==> config.mk <==
export PLATFORM = sky130hd
export DESIGN_NAME = spi_ram_slave_param
export DESIGN_NICKNAME = d
export VERILOG_FILES = /design/src/rtl/spi_ram_slave_param.sv
export SDC_FILE = /design/constraint.sdc
export NUM_CORES = 2
export LEC_CHECK = 0
export ABC_CLOCK_PERIOD_IN_PS = 5500
export CAP_MARGIN = 40
export CORE_MARGIN = 4
export CORE_UTILIZATION = 50
export DETAILED_ROUTE_END_ITERATION = 10
export PLACE_DENSITY = 0.65
export SYNTH_ARGS = -nofsm -noshare
export SYNTH_HDL_FRONTEND = slang
export SYNTH_SLANG_ARGS = --single-unit
==> constraint.sdc <==
create_clock -name clk -period 5.5 [get_ports clk]
set_input_delay 0.825 -clock clk [delete_from_list [all_inputs] [get_ports clk]]
set_output_delay 0.825 -clock clk [all_outputs]
set_load 0.05 [all_outputs]
==> src/rtl/spi_ram_slave_param.sv <==
// SPI-style slave with an internal RAM: one frame sets an address or moves one
// word, with independent write and read address pointers.
module spi_ram_slave_param #(
  parameter int DATA_W    = 8,
  parameter int ADDR_W    = 8,
  parameter int MEM_DEPTH = 256,
  parameter int AUTO_INC  = 1
) (
  input  logic clk,
  input  logic rst,
  input  logic SS_n,
  input  logic MOSI,
  output logic MISO,
  output logic err
);

  typedef enum logic [2:0] {
    IDLE     = 3'd0,
    CHK_CMD  = 3'd1,
    WRITE    = 3'd2,
    READ     = 3'd3,
    RD_WAIT  = 3'd4,
    RD_SHIFT = 3'd5
  } state_t;

  localparam int FRAME_W = DATA_W + 2;
  localparam int CNT_W   = $clog2(FRAME_W);

  state_t              state, state_nx;
  logic [FRAME_W-2:0]  in_sh;
  logic [FRAME_W-1:0]  frame_nx;
  logic [CNT_W-1:0]    cnt;
  logic [DATA_W-1:0]   out_sh;
  logic [ADDR_W-1:0]   wr_addr, rd_addr;
  logic [DATA_W-1:0]   mem [MEM_DEPTH];

  logic [1:0]          cmd;
  logic [DATA_W-1:0]   payload;
  logic                last_in, last_out;
  logic                ld_wr, do_wr, ld_rd, do_rd, bad;

  // The bit sampled on the completion edge is still on MOSI, so the decoded
  // frame is the history register plus the live input.
  assign frame_nx = {in_sh, MOSI};
  assign cmd      = frame_nx[FRAME_W-1 -: 2];
  assign payload  = frame_nx[DATA_W-1:0];
  assign last_in  = (cnt == CNT_W'(FRAME_W - 1));
  assign last_out = (cnt == CNT_W'(DATA_W - 1));

  function automatic logic [ADDR_W-1:0] addr_inc(input logic [ADDR_W-1:0] a);
    return (a == ADDR_W'(MEM_DEPTH - 1)) ? '0 : a + ADDR_W'(1);
  endfunction

  always_comb begin
    // NOTE: every output of this block gets a default first so no path leaves
    // a signal unassigned, which would otherwise infer a latch.
    state_nx = state;
    ld_wr    = 1'b0;
    do_wr    = 1'b0;
    ld_rd    = 1'b0;
    do_rd    = 1'b0;
    bad      = 1'b0;
    case (state)
      IDLE:     if (!SS_n) state_nx = CHK_CMD;
      CHK_CMD:  state_nx = MOSI ? READ : WRITE;
      WRITE: if (last_in) begin
        state_nx = IDLE;
        ld_wr    = (cmd == 2'b00);
        do_wr    = (cmd == 2'b01);
        bad      = cmd[1];
      end
      READ: if (last_in) begin
        state_nx = (cmd == 2'b11) ? RD_WAIT : IDLE;
        ld_rd    = (cmd == 2'b10);
        do_rd    = (cmd == 2'b11);
        bad      = !cmd[1];
      end
      RD_WAIT:  state_nx = RD_SHIFT;
      RD_SHIFT: if (last_out) state_nx = IDLE;
      default:  state_nx = IDLE;
    endcase
    // Deselect wins over everything, including a completing frame.
    if (state != IDLE && SS_n) begin
      state_nx = IDLE;
      ld_wr    = 1'b0;
      do_wr    = 1'b0;
      ld_rd    = 1'b0;
      do_rd    = 1'b0;
      bad      = 1'b0;
    end
  end

  // NOTE: sequential state uses non-blocking assignments so every register
  // samples pre-edge values regardless of statement order.
  always_ff @(posedge clk) begin
    if (rst) begin
      state   <= IDLE;
      cnt     <= '0;
      in_sh   <= '0;
      out_sh  <= '0;
      wr_addr <= '0;
      rd_addr <= '0;
      MISO    <= 1'b0;
      err     <= 1'b0;
    end else begin
      state <= state_nx;
      cnt   <= (state_nx == state) ? cnt + CNT_W'(1) : '0;
      in_sh <= (state == WRITE || state == READ) ? frame_nx[FRAME_W-2:0] : '0;
      err   <= bad;
      MISO  <= (state_nx == RD_SHIFT) ? out_sh[DATA_W-1] : 1'b0;

      if (do_rd)                      out_sh <= mem[rd_addr];
      else if (state_nx == RD_SHIFT)  out_sh <= out_sh << 1;

      if (ld_wr)                         wr_addr <= payload[ADDR_W-1:0];
      else if (do_wr && AUTO_INC != 0)   wr_addr <= addr_inc(wr_addr);

      if (ld_rd)                         rd_addr <= payload[ADDR_W-1:0];
      else if (do_rd && AUTO_INC != 0)   rd_addr <= addr_inc(rd_addr);
    end
  end

  // NOTE: the RAM array has no reset so contents survive rst and the array
  // maps onto plain memory macros.
  always_ff @(posedge clk) begin
    if (do_wr) mem[wr_addr] <= payload;
  end

endmodule

==> results.txt <==
gr ovfl total: 0
status: finished clean
CP Max Fanout: 16
final antenna-violating net count: 0
Max Clk Rate: 250 MHz
DR pass1 iterations: 6
DP Wirelength: 131000 um
GPL Wtd Cong: 0.933
CP Data Required Time: 5.94 ns
fin crit period: 4.01 ns
CP endpoint kind: flop
clock slew at reported path FFs: 0.06 ns
Die Wd: 413 um
Final period util: 0.728
number of DRC markers in iteration 0: 5919
initial antenna violation count: 6
vias per cell: 6.32
cts repair resizes: 0
min-delay worst type: reg -> reg
H-tree depth: 4
Tot Pwr: 32.1 mW
final setup margin: 1.49 ns
design area: 93100 um2
pin slew with the least headroom to its limit: 1.15 ns
fraction of layout cells with a size suffix above 1: 0.269
RSZ-0062 raised after global routing: no
layout net count: 4148
Min Hold Slack: 0.477 ns
Final Non-Filler Cells: 6495
CP arrival: 4.45 ns
Cells after Synth: 3889
met2 WL: 98000 um
Setup Fix Bufs, Post-CTS: 0
total CTS buffers: 208
maximum clock insertion buffer count: 3
IO Pins: 6
P per Cell Area: 345 nW/um2
CORE AREA: 163000 um2
first-pass GRT wire length: 309000 um
Die H: 413 um
startpoint types: input pin
count of unique library cells instantiated by Yosys: 75
met3 wire len: 21700 um
remaining routing DRC violations: 0
Worst Setup Path Type: in -> reg
TritonCTS clock tree: done
FFs w/ async S/R, synth: 0
Rel. slew slack: 0.234
clock sinks: 2098
die area: 171000 um2
largest net degree at the start of global routing: 183
GRT Util Overall: 0.256
Placed Instances: 6100
Final Hold Viols: 0
Max-Cap Viols: 0
Peak VDD IR: 0.000320 V
final setup fails: 0
routed len/inst: 33.1 um
Highest Signal Layer: met5
met1 wire length: 85700 um
main flop type after synthesis: edfxtp_1
vias in the first global route: 40743
mean area per synthesized cell: 21.1 um2
EDFF count, synth: 2048
worst clock skew: 0.0687 ns
Leak: 24.3 nW
Synth Warn #: 0
Pins Over Slew Limit: 0
Post-CTS Hold Fix Bufs: 0
Placement Cell Area: 85900 um2
root buffer cell: clkbuf_16
Mapped Area: 82200 um2
Seq cells post-synth: 2098
insertion delay to the later sink of the worst-skew pair: 0.86 ns
pre-CTS setup slack: 0.695 ns
sequential area share after synthesis: 0.761
area delta synth->final: 13.3%
Setup TNS: 0 ns
routed vias: 41037
Rows: 148
Starting Density: 0.504
Final Util: 0.571
number of buffers added on ports: 5
syn_nets: 3900
final WL: 215000 um
-- cell usage after synthesis (4+ instances only) --
master        n  area [um2]
buf_4        27         203
buf_6        28         315
buf_1        11        41.3
inv_1        11        41.3
mux4_2      540       12200
mux2_2       21         236
a22oi_1       5        37.5
or4_1         5        37.5
nor2_1      320        1200
a2111oi_0     6        52.6
nor4_1       11        68.8
o21ai_0      43         215
a32oi_1       4        35.0
buf_12        6         120
o22ai_1      38         238
a311oi_1      6        52.6
nand3b_1      6        45.0
a31oi_1       9        56.3
clkbuf_1     78         293
nor3_1       26         130
buf_2        64         320
a211oi_1     31         233
mux2i_1     106        1060
nand4_1      11        68.8
o2111ai_1     5        43.8
nand3_1      26         130
a21oi_1      36         180
nand2b_1      9        56.3
o32ai_1       5        43.8
and2_1       16         100
o221ai_1     18         158
nand2_1     125         469
edfxtp_1   2048       61500
nor2b_1      39         244
ha_1          7        87.6
buf_8        11         165
dfxtp_1      50        1000
or3_1        11        68.8
and3_1        6        37.5
o211ai_1      6        45.0
-- cell usage in the layout (no fill, tap or decap), drive strengths merged, types with 36 or more instances in the layout --
master / netlist / final
edfxtp: 2048 / 2048
mux2i: 106 / 106
dfxtp: 50 / 50
mux4: 543 / 543
clkbuf: 78 / 260
a21oi: 36 / 36
nor2b: 39 / 39
nor2: 320 / 320
buf: 147 / 256
clkinv: 0 / 90
o22ai: 38 / 38
nand2: 125 / 125
o21ai: 46 / 46
-- final timing paths --
| path | startpoint | end | slack [ns] | cells past startpoint |
|---|---|---|---|---|
| max reg2reg | cnt[0] | mem[67][7] | 1.54 | 9 |
| min reg2reg | cnt[0] | cnt[0] | 0.48 | 1 |
| max | SS_n | mem[67][7] | 1.49 | 8 |
| min | cnt[0] | cnt[0] | 0.48 | 1 |
-- cell families (layout without fill, tap and decap cells) --
kind of cell    Yosys count  count (layout)  synth area share
mux                     670             670             0.165
flops                  2098            2098             0.761
fa+ha+maj                 7               7           0.00107
compound gates          244             244            0.0204
simple gates            629             629            0.0342
xor+xnor                  4               4          0.000427
other cells               0               4                 0
buf+inv                 237             664            0.0183
-- state kept, by name (all words and copies together) (netlist names), named ones only --
register / count
MISO: 1
wr_addr: 8
state: 3
out_sh: 8
cnt: 4
err: 1
mem: 2048
rd_addr: 8
in_sh: 9
-- metal layers --
layer / vias to the layer above / GRT usage
met2: 2319 / 0.379
met3: 426 / 0.0595
li1: 16687 / -
met1: 21601 / 0.373
met5: - / 0
met4: 4 / 0.101
-- final cells by class --
class | instances | area (um2)
flip-flops and latches | 2098 | 62500
multi-input cells | 1554 | 18200
fillers | 11845 | 69900
diodes | 4 | 10.0
clock inverters | 131 | 1670
clock buffers | 258 | 5480
repair buffers | 263 | 2400
inverters | 12 | 48.8
well taps | 2175 | 2720
-- where the power goes --
group,switching (mW),internal (mW),leakage (nW)
sequential,0.00473,17.3,15.9
clock,6.16,8.58,3.47
combinational,0.0566,0.00945,4.92
total,6.22,25.9,24.3
-- worst max-delay path: stages --
cell and delay [ns]:
clkdlybuf4s50_1 0.57, nor2_1 0.33, nand2_1 0.14, or3_1 0.59, nor3_1 0.55, buf_4 0.24
nand2_1 0.40, nor2_1 0.77
No activity file was read; power rests on OpenSTA's default activity.
